[config.mk]
export PLATFORM = sky130hd
export DESIGN_NAME = muldiv_unit
export DESIGN_NICKNAME = d
export VERILOG_FILES = /design/src/rtl/muldiv_pkg.sv /design/src/rtl/muldiv_unit_cond_negate.sv /design/src/rtl/muldiv_unit.sv
export SDC_FILE = /design/constraint.sdc
export NUM_CORES = 1
export LEC_CHECK = 0
export CAP_MARGIN = 20
export CORE_ASPECT_RATIO = 1.4
export CORE_UTILIZATION = 25
export DETAILED_ROUTE_END_ITERATION = 12
export HOLD_SLACK_MARGIN = 0.15
export SETUP_SLACK_MARGIN = 0.1
export SKIP_CTS_REPAIR_TIMING = 1
export SLEW_MARGIN = 20
export SYNTH_ARGS = -nofsm -noshare
export SYNTH_HDL_FRONTEND = slang
export SYNTH_SLANG_ARGS = --single-unit
[constraint.sdc]
create_clock -name clk -period 3.04 [get_ports clk]
set_input_delay 0.456 -clock clk [delete_from_list [all_inputs] [get_ports clk]]
set_output_delay 0.456 -clock clk [all_outputs]
set_load 0.02 [all_outputs]
[src/rtl/muldiv_pkg.sv]
// Shared encodings for the iterative multiply/divide unit (ops, FSM states, counter width).
package muldiv_pkg;

    localparam int MD_WIDTH = 32;
    localparam int CNT_W    = $clog2(MD_WIDTH);

    typedef enum logic [1:0] {
        OP_MULT  = 2'b00,
        OP_MULTU = 2'b01,
        OP_DIV   = 2'b10,
        OP_DIVU  = 2'b11
    } op_e;

    typedef enum logic [1:0] {
        S_IDLE = 2'b00,
        S_CALC = 2'b01,
        S_FIX  = 2'b10
    } state_e;

endpackage

[src/rtl/muldiv_unit_cond_negate.sv]
// Conditional two's-complement negation: used for operand magnitudes and result sign fix-up.
module cond_negate #(
    parameter int WIDTH = 32
) (
    input  logic [WIDTH-1:0] in,
    input  logic             neg,
    output logic [WIDTH-1:0] out
);

    logic signed [WIDTH-1:0] in_s;

    assign in_s = in;
    assign out  = neg ? -in_s : in_s;

endmodule

[src/rtl/muldiv_unit.sv]
// Iterative 32-bit MULT/MULTU/DIV/DIVU unit owning HI/LO.
// Optional MULDIV_EARLY_OUT_EN skips the iteration phase for trivially-zero results.
module muldiv_unit
    import muldiv_pkg::*;
#(
    parameter int WIDTH = MD_WIDTH
) (
    input  logic             clk,
    input  logic             rst_n,
    input  logic             start,
    input  logic [1:0]       op,
    input  logic [WIDTH-1:0] A,
    input  logic [WIDTH-1:0] B,
    input  logic             hi_we,
    input  logic             lo_we,
    input  logic [WIDTH-1:0] wdata,
    output logic             busy,
    output logic             done,
    output logic             dz,
    output logic [WIDTH-1:0] hi,
    output logic [WIDTH-1:0] lo
);

    state_e             state, state_nx;
    logic [CNT_W-1:0]   cnt;
    logic [2*WIDTH-1:0] acc;
    logic [WIDTH-1:0]   opnd;
    logic               is_div, neg_q, neg_r;

    logic               accept, op_sgn, op_div, sa, sb, skip;
    logic [WIDTH-1:0]   mag_a, mag_b;

    assign accept = start && (state == S_IDLE);
    assign op_sgn = (op == OP_MULT) || (op == OP_DIV);
    assign op_div = (op == OP_DIV) || (op == OP_DIVU);
    assign sa     = op_sgn && A[WIDTH-1];
    assign sb     = op_sgn && B[WIDTH-1];

    cond_negate #(.WIDTH(WIDTH)) u_abs_a (.in(A), .neg(sa), .out(mag_a));
    cond_negate #(.WIDTH(WIDTH)) u_abs_b (.in(B), .neg(sb), .out(mag_b));

`ifdef MULDIV_EARLY_OUT_EN
    assign skip = op_div ? ((A == '0) && (B != '0)) : ((A == '0) || (B == '0));
`else
    assign skip = 1'b0;
`endif

    // Unsigned magnitude core: shift-add multiply, restoring divide (acc = {rem, quotient})
    logic [WIDTH:0]     mul_sum, div_shift, div_diff;
    logic [2*WIDTH-1:0] mul_nx, div_nx;

    assign mul_sum   = {1'b0, acc[2*WIDTH-1:WIDTH]} + {1'b0, (acc[0] ? opnd : '0)};
    assign mul_nx    = {mul_sum, acc[WIDTH-1:1]};
    assign div_shift = {acc[2*WIDTH-1:WIDTH], acc[WIDTH-1]};
    assign div_diff  = div_shift - {1'b0, opnd};
    assign div_nx    = div_diff[WIDTH] ? {div_shift[WIDTH-1:0], acc[WIDTH-2:0], 1'b0}
                                       : {div_diff[WIDTH-1:0],  acc[WIDTH-2:0], 1'b1};

    logic [2*WIDTH-1:0] prod;
    logic [WIDTH-1:0]   quo, rem, res_hi, res_lo;

    cond_negate #(.WIDTH(2*WIDTH)) u_fix_prod (.in(acc), .neg(neg_q), .out(prod));
    cond_negate #(.WIDTH(WIDTH)) u_fix_quo (.in(acc[WIDTH-1:0]), .neg(neg_q), .out(quo));
    cond_negate #(.WIDTH(WIDTH)) u_fix_rem (.in(acc[2*WIDTH-1:WIDTH]), .neg(neg_r), .out(rem));

    // Divide-by-zero leaves |A| in the remainder, so only the quotient needs forcing
    assign res_hi = is_div ? rem : prod[2*WIDTH-1:WIDTH];
    assign res_lo = is_div ? (dz ? '1 : quo) : prod[WIDTH-1:0];

    always_ff @(posedge clk or negedge rst_n) begin
        if (!rst_n) state <= S_IDLE;
        else        state <= state_nx;
    end

    always_comb begin
        state_nx = state;
        case (state)
            S_IDLE:  if (start) state_nx = skip ? S_FIX : S_CALC;
            S_CALC:  if (cnt == '0) state_nx = S_FIX;
            S_FIX:   state_nx = S_IDLE;
            default: state_nx = S_IDLE;
        endcase
    end

    always_comb begin
        busy = (state != S_IDLE);
    end

    always_ff @(posedge clk or negedge rst_n) begin
        if (!rst_n) begin
            cnt  <= '0;
            done <= 1'b0;
            dz   <= 1'b0;
            hi   <= '0;
            lo   <= '0;
        end else begin
            done <= (state == S_FIX);
            if (accept) begin
                cnt <= CNT_W'(WIDTH - 1);
                dz  <= op_div && (B == '0);
            end else if (state == S_CALC) begin
                cnt <= cnt - 1'b1;
            end
            if (state == S_FIX) begin
                hi <= res_hi;
                lo <= res_lo;
            end else if ((state == S_IDLE) && !start) begin
                if (hi_we) hi <= wdata;
                if (lo_we) lo <= wdata;
            end
        end
    end

    always_ff @(posedge clk) begin
        if (accept) begin
            opnd   <= op_div ? mag_b : mag_a;
            acc    <= skip ? '0 : {{WIDTH{1'b0}}, (op_div ? mag_a : mag_b)};
            is_div <= op_div;
            neg_q  <= sa ^ sb;
            neg_r  <= sa;
        end else if (state == S_CALC) begin
            acc <= is_div ? div_nx : mul_nx;
        end
    end

endmodule

**Word-level counts from Yosys, hierarchy flattened**

Cells that the tools add are included.

- Output and inout port bits: 67
- Input port bits: 103
- Logic and storage cells: 73
- Bits in registers: 172

- Eq/ne operators: 6
- Multiplexer cells: 26
- $add $sub $neg: 8
- Reductions and logical operators: 20
- Bitwise logic cells: 1

Operators by type and width:

| kind | count |
|---|---|
| $mux 32 | 18 |
| $mux 64 | 3 |
| $neg 32->32 | 4 |
| $neg 64->64 | 1 |
| $add 32x32->33 | 1 |
| $sub 33x32->33 | 1 |
| $logic_not 32->1 | 1 |
| $mux 5 | 2 |
| $reduce_bool 2->1 | 5 |
| $eq 2x2->1 const B | 3 |
| $reduce_and 2->1 | 3 |
| $logic_and 1x1->1 | 5 |
| $logic_not 5->1 | 1 |
| $sub 5x1->5 const B | 1 |
| $logic_not 2->1 | 2 |
| $mux 2 | 2 |
| $ne 2x2->1 const B | 2 |
| $pmux 2 s2 | 1 |
| $eq 2x1->1 const B | 1 |
| $logic_or 1x1->1 | 2 |
| $logic_not 1->1 | 1 |
| $xor 1x1->1 | 1 |

**Logic depth before layout (Yosys ltp)**

Gate-level depths: netlist of run 1.

- Depth after elaboration: 6
- Gate-level depth with buffers: 13
- Gate-level depth less buffers: 11

**Hierarchy**

A second synthesis of run 1 with hierarchy kept.

- Cells, all modules: 2063
- Area total of the unflattened synthesis: 17097.6 µm²

Modules (own cells, without submodules):

| module | cells an instance | area an instance (µm²) | seq. area each (µm²) | instances |
|---|---|---|---|---|
| muldiv_unit | 1433 | 12575.8 | 4479.3 | 1 |
| cond_negate (u_abs_a ...) | 108 | 767.0 | 0.0 | 4 |
| cond_negate (u_fix_prod) | 198 | 1453.9 | 0.0 | 1 |

**Worst setup path before layout of run 1**

OpenSTA, ideal clock, no wires.

- Kind: register -> register
- Start point: reg acc[32]
- End point: reg acc[0], data pin
- Cell stages (with the launch flop): 14
- Path buffers: 3
- Arrival time: 2.927 ns
- Library setup time: 0.322 ns
- Setup slack: -0.209 ns
- Period minus slack after synthesis: 3.249 ns
- Data required time: 2.718 ns
- Path through: dfxtp_1 -> clkbuf_1 -> inv_1 -> fa_1 -> nand2b_1 -> a21oi_1 -> a2bb2oi_1 -> a31o_2 -> a31oi_1 -> xnor2_1 -> buf_2 -> clkbuf_1 -> a211oi_1 -> a21oi_1

- Cells in the longest elaborated chain, start to end: 5

RTL lines:

| item | RTL line | RTL |
|---|---|---|
| from (decl) | muldiv_unit.sv:26 | `logic [2*WIDTH-1:0] acc;` |
| from (signal assigned) | muldiv_unit.sv:117 | `acc <= skip ? '0 : {{WIDTH{1'b0}}, (op_div ? mag_a : mag_b)};` |
| from (signal assigned) | muldiv_unit.sv:122 | `acc <= is_div ? div_nx : mul_nx;` |
| $sub 33x32->33 | muldiv_unit.sv:55 | `assign div_diff = div_shift - {1'b0, opnd};` |
| $mux 64 | muldiv_unit.sv:56 | `assign div_nx = div_diff[WIDTH] ? {div_shift[WIDTH-1:0], acc[WIDTH-2:0], 1'b0}` |
| $mux 64 | muldiv_unit.sv:122 |  |
| $mux 32 | muldiv_unit.sv:121 | `end else if (state == S_CALC) begin` |
| $mux 32 | muldiv_unit.sv:115 | `if (accept) begin` |

Every way passes these cells. The select of a mux whose other input is x is not followed.
A chain may end at the register's enable or synchronous reset.

**Worst setup path after layout of run 1**

- Start point: reg opnd[0]
- End point: reg acc[53]

- Cells in the longest elaborated chain, start to end: 3
- Elaborated cells between the ends (all ways): 5
- Those cells by class: add/sub: 2; mux: 3

RTL lines:

| item | RTL line | RTL |
|---|---|---|
| from (decl) | muldiv_unit.sv:27 | `logic [WIDTH-1:0] opnd;` |
| from (signal assigned) | muldiv_unit.sv:116 | `opnd <= op_div ? mag_b : mag_a;` |
| $sub 33x32->33 or $mux 32 (tied branches) | muldiv_unit.sv:55, muldiv_unit.sv:52 |  |
| $mux 64 or $add 32x32->33 (tied branches) | muldiv_unit.sv:56, muldiv_unit.sv:52 |  |
| $mux 64 * | muldiv_unit.sv:122 |  |

Mark *: on every way between the ends. The rest lies on a longest branch, timed or not.

==> impl_metrics.csv, run 1 <==
group,metric,value,unit
global_route,grt_max_degree,74,
pwr,power.density,954,mW/mm^2
cts,cts_buffer_depth,2,
logic_synthesis,synth-edff-count,67,
worst_setup_path,crit_arrival,3410,ps
cts,cts_root_buf,"clkbuf_16",
global_route,first_global_vias,15802,
global_route,grt_pass1_wl,92900,microns
worst_setup_path,crit_type,"flop to flop",
sta,hold_viol_final,0,
floorplan,start_util,25.2,%
sta,tightest_slew,977,ps
sta,max_freq,331,MHz
cells_and_area,drive_above_1_share,19.3,%
logic_synthesis,synth-seq-area-share,30.3,%
logic_synthesis,synth_nets,1994,
logic_synthesis,synth_area_per_cell,8.13,sq um
logic_synthesis,synthArstFlopShare,42.4,%
cts,clock_sinks,172,
pwr,p_switching,8.90,mW
logic_synthesis,synth_top_area_share,13.6,%
worst_setup_path,cp.depth,12,
logic_synthesis,synth-seq-cells,172,
worst_setup_path,cpMaxStageDelayCell,"edfxtp_1",
pwr,pwr-share-clk,11.7,%
logic_synthesis,synthCells,1819,
drt,first_pass_iters,6,
worst_setup_path,worst_setup_path_start_kind,"flop",
sta,rsz0062_at_grt,"true",
pwr,sequentialPowerShare,20.5,%
worst_setup_path,critical_path.max_stage_delay,450,ps
cells_and_area,fillers,6020,
place,gp_congestion,0.969,
drt,ant_nets,0,
logic_synthesis,yosys-top-cells-count,"a21oi_1 (166), nand2_1 (162), o21ai_0 (156), nor2_1 (138), xnor2_1 (116)",
logic_synthesis,synth_most_common_cell,"a21oi_1",
worst_setup_path,reg2reg_slack,20,ps
sta,layout_setup_ws,19.0,ps
logic_synthesis,syn_area,0.0148,sq mm
place,port_buffers,169,
cells_and_area,stdcell_count,2949,
cells_and_area,seqCellArea,0.00448,sq mm
logic_synthesis,synth_warnings,0,
worst_setup_path,crit_family,"compound AO/OA/AOI/OAI gates",
worst_setup_path,path_cells,"ha_4 -> fa_2 -> nand2b_4 -> a21oi_4 -> a2bb2oi_4 -> a31o_4 -> a31oi_4 -> xnor2_2 -> buf_4 -> clkbuf_16 -> nand3b_1 -> a32oi_1",
cts,cts.clk_slew.worst_paths,70,ps
drt,viasPerCell,5.36,
cts,numCtsBuffers,17,
sta,tns,0,ps
run,drv_cap,0,
global_route,grt_overflow,0,
logic_synthesis,synth.largest_area_cell,"edfxtp_1",
sta,period_needed,3020,ps
floorplan,die-area,0.0601,sq mm
sta,slew_viol_final,0,
cells_and_area,multi_input_area,0.0101,sq mm
drt,drtIter0Drc,1075,
pwr,internal_power,10.6,mW
floorplan,fp.coreArea,0.0586,sq mm
drt,wl,62800,microns
worst_setup_path,critPathMaxFanout,5,
drt,wl_per_cell,21.3,microns
worst_setup_path,reg2reg_depth,12,
outcome,status,"finished, final reports clean",
cells_and_area,area_growth,38.1,%
drt,drc,0,
place,hpwlAfterDp,50700,microns
worst_setup_path,crit_required,3430,ps
place,place_area,0.0191,sq mm
place,dp_slack,-199,ps
floorplan,die_w,208,microns
global_route,grt_usage,20.2,%
sta,period_share,99.4,%
pwr,swShare,45.6,%
cts,cts_tree,"yes",
sta,setup_viol,0,
cts,insertion_delay,470,ps
pwr,p_leak,8.40,nW
sta,whs,145,ps
min_path,hold_path_class,"primary input to asynchronous set/reset pin",
cts,htreeDepth,4,
pwr,vdd_ir_drop_max,455,uV
floorplan,die_h,290,microns
place,dp_cells,2891,
drt,via_count,15818,
sta,relSlewSlack,34.9,%
sta,worst_clock_skew,12.2,ps
pwr,pwr-share-comb,67.8,%
cells_and_area,final_nets,2361,
logic_synthesis,synthFlopType,"dfrtp_1",
worst_setup_path,path_buf_inv,2,
cells_and_area,final_cell_area,0.0204,sq mm
floorplan,placementRows,105,
global_route,antenna_found_initial,1,
cells_and_area,fin_util,34.9,%
pwr,finalPower,19.5,mW
logic_synthesis,synth_cell_type_count,80,
logic_synthesis,ys_top_cells_by_area,"edfxtp_1 (14%), dfrtp_1 (12%), xnor2_1 (6.9%), mux2i_1 (6.0%), ha_1 (5.9%)",
floorplan,ios,170,
worst_setup_path,cp-end-kind,"flop",
-- cell usage in the layout (no fill, tap or decap), types with 20 or more instances in the layout --
cell,netlist,routed
nand2b_1,23,22
a22oi_1,28,28
or3_1,25,24
o22ai_1,41,40
nand2_1,162,162
dfxtp_1,32,32
ha_1,70,63
nor3_1,40,39
a21o_1,25,25
dfrtp_1,73,73
mux2i_1,88,87
nand3_1,36,36
o21ai_0,156,135
nor2_1,138,134
o21ai_1,4,22
a21oi_1,166,157
edfxtp_1,67,67
xnor2_1,116,114
clkbuf_16,0,20
xor2_1,52,52
clkdlybuf4s50_1,0,167
inv_1,70,66
buf_4,0,267
-- layer usage --
metal | vias up | GRT usage (%) | wire length (microns)
met5 | - | 0 | 0
met4 | 0 | 15.3 | 5000
met3 | 200 | 2.38 | 2370
met2 | 574 | 38.0 | 32800
met1 | 7623 | 20.6 | 22600
li1 | 7421 | - | -
-- cell type report --
type / count / share of cell area (%)
Clock buffer: 18 / 2.21
Inverter: 72 / 1.32
Timing Repair Buffer: 459 / 19.9
Antenna cell: 1 / 0.0123
Tap cell: 749 / 4.59
Multi-Input combinational cell: 1464 / 49.3
Sequential cell: 172 / 21.9
Clock inverter: 14 / 0.741
-- sequential cells by signal, summed over array words and instances, names as in the netlist --
register,cells
opnd,32
neg_q,1
lo,32
dz,1
done,1
cnt,5
neg_r,1
is_div,1
hi,32
acc,64
state,2
-- logic make-up after synthesis --
kind of cell               synth area share (%)
AOI/OAI and AO/OA                          24.3
buffers and inverters                      4.76
and+or+nand+nor                            18.3
DFF                                        30.3
xor gates and xnor gates                   10.1
adders and majority gates                  6.19
muxes                                      6.11
-- power groups by stage --
stage / clock network (mW) / registers, mW / logic [mW]
after floorplan: 0 / 4.44 / 6.28
after global placement: 0 / 3.99 / 11.5
after detailed placement: 0 / 4.02 / 11.7
after CTS: 2.29 / 3.98 / 11.7
after global routing: 2.36 / 4.10 / 14.1
final: 2.27 / 4.00 / 13.2
-- final timing paths --
| check | to | startpoint |
|---|---|---|
| max in group asynchronous | lo[27] | rst_n |
| min reg2reg | lo[10] | lo[10] |
| max reg2reg | acc[53] | opnd[0] |
| min | hi[16] | rst_n |
| min in group clk | lo[10] | lo[10] |
| max | acc[53] | opnd[0] |
-- worst reg2reg max path, cell delays in order, from the launching register on --
cell and delay [ps]:
edfxtp_1 450, ha_4 210, fa_2 410, nand2b_4 170
a21oi_4 220, a2bb2oi_4 200, a31o_4 180, a31oi_4 90
xnor2_2 250, buf_4 190, clkbuf_16 160, nand3b_1 170
a32oi_1 240
Power figures use the tool's default switching activity.
==> run 2: changes to the inputs <==
Settings changed: TNS_END_PERCENT set to 50.
==> run 2 against run 1 <==
Worst hold slack lost 6.9 ps. Clock-buffer cell count did not move. Routed wire length about the same. Final cell count hardly changed. Sequential power about the same. Register-to-register slack is essentially flat. Clock skew increased by 4.1 ps.
==> impl_metrics.csv, run 2 (synthesis results as in run 1) <==
group,metric,value,unit
cells_and_area,final_nets,2360,
cells_and_area,largest-register,"acc",
sta,hold_viol_final,0,
pwr,finalPower,19.4,mW
global_route,grt_max_degree,74,
min_path,hold_path_class,"primary input to asynchronous set/reset pin",
cts,cts_tree,"yes",
drt,top_layer_used,"met4",
cts,htreeDepth,4,
cells_and_area,fin_util,34.8,%
pwr,power.density,953,mW/mm^2
cells_and_area,drive_above_1_share,19.1,%
worst_setup_path,cp-end-kind,"flop",
sta,relSlewSlack,34.8,%
worst_setup_path,critical_path.max_stage_delay,450,ps
floorplan,ios,170,
sta,whs,138,ps
floorplan,fp.coreArea,0.0586,sq mm
worst_setup_path,reg2reg_depth,12,
worst_setup_path,crit_family,"compound AO/OA/AOI/OAI gates",
sta,period_needed,3010,ps
drt,first_pass_iters,6,
sta,worst_clock_skew,16.4,ps
worst_setup_path,path_buf_inv,2,
place,dp_slack,-199,ps
cells_and_area,mostFrequentLayoutCells,"buf_4 (267), clkdlybuf4s50_1 (167), nand2_1 (162)",
sta,rsz0062_at_grt,"true",
cells_and_area,mostFrequentLayoutCell,"buf_4",
worst_setup_path,cpMaxStageDelayCell,"edfxtp_1",
cts,cts_root_buf,"clkbuf_16",
cells_and_area,final_cell_area,0.0204,sq mm
global_route,grt_overflow,0,
cts,clock_sinks,172,
drt,drc,0,
sta,period_share,99.1,%
worst_setup_path,startpoint,"opnd[0]",
worst_setup_path,crit_top_cell,"buf_12",
run,drv_cap,0,
worst_setup_path,crit_arrival,3420,ps
cts,numCtsBuffers,17,
worst_setup_path,worst_setup_path_start_kind,"flop",
drt,wl_met2,32700,microns
place,gp_congestion,0.969,
outcome,status,"finished, final reports clean",
global_route,first_global_vias,15802,
pwr,vdd_ir_drop_max,456,uV
cts,insertion_delay,480,ps
global_route,antenna_found_initial,1,
drt,drtIter0Drc,1055,
drt,wl,62900,microns
worst_setup_path,critPathMaxFanout,5,
sta,max_freq,332,MHz
worst_setup_path,crit_required,3450,ps
floorplan,placementRows,105,
drt,wl_per_cell,21.3,microns
drt,viasPerCell,5.37,
sta,tightest_slew,978,ps
cts,cts_buffer_depth,2,
worst_setup_path,cp.depth,12,
cells_and_area,largest_reg_flops,64,
cells_and_area,fillers,6025,
worst_setup_path,path_cells,"ha_4 -> fa_2 -> nand2b_4 -> a21oi_4 -> a2bb2oi_4 -> a31o_4 -> a31oi_4 -> xnor2_2 -> buf_12 -> buf_12 -> mux2_2 -> o21ai_2",
place,port_buffers,169,
global_route,grt_usage,20.2,%
sta,layout_setup_ws,27.1,ps
place,place_area,0.0191,sq mm
worst_setup_path,reg2reg_from,"opnd[0]",
floorplan,die_w,208,microns
global_route,grt_pass1_wl,92900,microns
floorplan,die-area,0.0601,sq mm
place,hpwlAfterDp,50700,microns
floorplan,die_h,290,microns
sta,slew_viol_final,0,
pwr,p_leak,8.39,nW
floorplan,start_util,25.2,%
drt,ant_nets,0,
drt,via_count,15845,
cells_and_area,area_growth,37.9,%
drt,wirelength_met1,22600,microns
sta,setup_viol,0,
worst_setup_path,crit_type,"flop to flop",
drt,met3_length,2550,microns
cts,cts.clk_slew.worst_paths,80,ps
-- run 2: metal layers --
layer | track usage [%] | vias to the layer above
met2 | 38.0 | 583
met1 | 20.6 | 7645
met5 | 0 | -
li1 | - | 7412
met4 | 15.3 | 0
met3 | 2.38 | 205
-- run 2: path summary, 6_finish.rpt --
| path | slack (ps) | to |
|---|---|---|
| setup / recovery | 30 | acc[32] |
| max in group asynchronous | 2270 | dz |
| hold reg to reg | 490 | lo[10] |
| min in group clk | 490 | lo[10] |
| setup reg to reg | 30 | acc[32] |
| hold / removal | 140 | hi[16] |
-- run 2: cell type report --
class	count	area [sq um]	share of cell area, %
clock buffers	18	450	2.21
clock inverters	14	151	0.742
flip-flops and latches	172	4480	22.0
well taps	749	937	4.59
repair buffers	458	4050	19.9
diodes	1	2.50	0.0123
inverters	72	270	1.32
multi-input cells	1464	10100	49.3
-- run 2: per-stage QoR --
| step | instances | setup TNS, ps |
|---|---|---|
| after detailed placement | 2891 | -2110 |
| after floorplan | 1819 | 0 |
| after global routing | 2947 | -1080 |
| final | 2948 | 0 |
| after global placement | 2891 | -1620 |
| after CTS | 2923 | -408 |
-- run 2: report_power, final --
group / total [mW] / leakage (nW) / internal, mW / switching, mW
clock network: 2.27 / 0.298 / 1.14 / 1.13
logic: 13.2 / 6.30 / 6.08 / 7.08
registers: 4.00 / 1.79 / 3.34 / 0.662
==> run 3: changes to the inputs <==
Settings changed: SETUP_SLACK_MARGIN 0.1 to 0.2.
==> run 3 against run 2 <==
Worst setup slack better by 33 ps. Maximum frequency is 1.1% higher. Critical path depth down 3. Sequential share of layout area down 0.38 points. Non-clock buffer count grew 14. Clock power about the same. Sequential power is 1% lower. Total power about the same. Critical endpoint is now hi[23]. Highest routed layer unchanged.
==> impl_metrics.csv, run 3 (synthesis results as in run 1) <==
group,metric,value,unit
outcome,status,"finished, final reports clean",
cts,insertion_delay,460,ps
cells_and_area,seqCellArea,0.00448,sq mm
worst_setup_path,crit_arrival,3370,ps
pwr,power.density,936,mW/mm^2
place,hpwlAfterDp,51700,microns
worst_setup_path,path_cells,"or4_4 -> or4_4 -> or3_4 -> o21ai_2 -> buf_6 -> o21ai_2 -> xor2_1 -> nand2_1 -> a21oi_2",
pwr,vdd_ir_drop_max,421,uV
global_route,first_global_vias,15896,
cells_and_area,largest_reg_flops,64,
global_route,grt_pass1_wl,94200,microns
cells_and_area,mostFrequentLayoutCell,"buf_4",
cells_and_area,largest-register,"acc",
floorplan,ios,170,
sta,slew_viol_final,0,
global_route,grt_usage,20.6,%
run,drv_cap,0,
worst_setup_path,worst_setup_path_start_kind,"flop",
cts,cts_root_buf,"clkbuf_16",
cells_and_area,n_antenna_cell,0,
global_route,antenna_found_initial,0,
floorplan,fp.coreArea,0.0586,sq mm
drt,ant_nets,0,
cts,cts_buffer_depth,2,
cells_and_area,multi_input_area,0.0103,sq mm
drt,viasPerCell,5.36,
cells_and_area,area_growth,40.4,%
cells_and_area,fillers,6094,
worst_setup_path,cpMaxStageDelayCell,"or4_4",
pwr,p_leak,8.60,nW
sta,max_freq,336,MHz
drt,wl_per_cell,21.4,microns
floorplan,die_h,290,microns
sta,layout_setup_ws,60.1,ps
sta,setup_viol,0,
floorplan,start_util,25.2,%
cells_and_area,mostFrequentLayoutCells,"buf_4 (277), clkdlybuf4s50_1 (167), nand2_1 (157)",
place,dp_slack,-238,ps
worst_setup_path,crit_required,3430,ps
drt,drc,0,
global_route,grt_max_degree,74,
drt,first_pass_iters,5,
min_path,hold_path_class,"primary input to asynchronous set/reset pin",
sta,hold_viol_final,0,
sta,worst_clock_skew,19.9,ps
floorplan,die-area,0.0601,sq mm
cells_and_area,drive_above_1_share,21.9,%
floorplan,die_w,208,microns
floorplan,placementRows,105,
drt,wl,63400,microns
cts,htreeDepth,4,
worst_setup_path,critical_path.max_stage_delay,610,ps
place,gp_congestion,1.01,
place,port_buffers,169,
cts,cts_tree,"yes",
worst_setup_path,reg2reg_depth,9,
sta,period_needed,2980,ps
worst_setup_path,critPathMaxFanout,7,
cts,clock_sinks,172,
worst_setup_path,cp-end-kind,"flop",
sta,period_share,98.0,%
sta,tightest_slew,1010,ps
drt,drtIter0Drc,1112,
cts,cts.clk_slew.worst_paths,80,ps
global_route,grt_overflow,0,
cells_and_area,final_nets,2374,
cts,numCtsBuffers,17,
sta,tns,0,ps
sta,rsz0062_at_grt,"true",
worst_setup_path,crit_type,"flop to flop",
drt,via_count,15863,
sta,relSlewSlack,32.6,%
[run 3: changes by cell type in the layout (fill, tap and decap cells not counted), sizes merged]
cell,before,now
inv,77,78
diode,1,0
bufinv,0,1
clkinv,9,8
buf,289,304
clkbuf,20,18
[run 3: metal layers]
metal  vias to the layer above  global-route usage [%]  part of all wire (%)
li1                       7445                       -                     -
met4                         0                    16.7                   8.6
met1                      7693                    21.0                    36
met5                         -                       0                     0
met2                       537                    38.4                    52
met3                       188                    1.93                   3.3
[run 3: cell type report]
class	instances	share of cell area, %
flip-flops and latches	172	21.6
inverters	72	1.30
multi-input cells	1464	49.8
well taps	749	4.51
clock buffers	17	2.05
clock inverters	15	0.856
repair buffers	472	19.9
[run 3: final timing paths]
| check | start | slack (ps) | to |
|---|---|---|---|
| max in group asynchronous | rst_n | 2270 | dz |
| max | acc[22] | 60 | hi[23] |
| min in group clk | hi[1] | 480 | hi[1] |
| max reg2reg | acc[22] | 60 | hi[23] |
| min | rst_n | 140 | done |
| min reg2reg | hi[1] | 480 | hi[1] |
[run 3: metrics by stage]
stage               utilization, %  total power, mW  std cells  hold slack [ps]  instance area, sq um
global placement              32.8             15.8       2915              472                 19200
floorplan                        -             10.7       1819              160                 14800
CTS                           33.8             18.3       2947              173                 19800
global route                  35.4             20.5       2961              222                 20800
detailed placement            32.8             15.9       2915              469                 19200
finish                        35.4             19.4       2961              143                 20800
[run 3: report_power, final]
group	switching [mW]	total (mW)	internal, mW	leakage (nW)
logic	7.17	13.2	6.04	6.51
registers	0.606	3.95	3.34	1.79
clock network	1.09	2.27	1.18	0.296
total	8.87	19.4	10.6	8.60
[run 3: worst max-delay path, delay by kind of cell, from the launching register on]
family,cells,cell delay [ps]
and+or+nand+nor,4,1670
xor gates and xnor gates,1,240
AOI/OAI and AO/OA,3,420
buffers and inverters,1,160
DFF,1,420
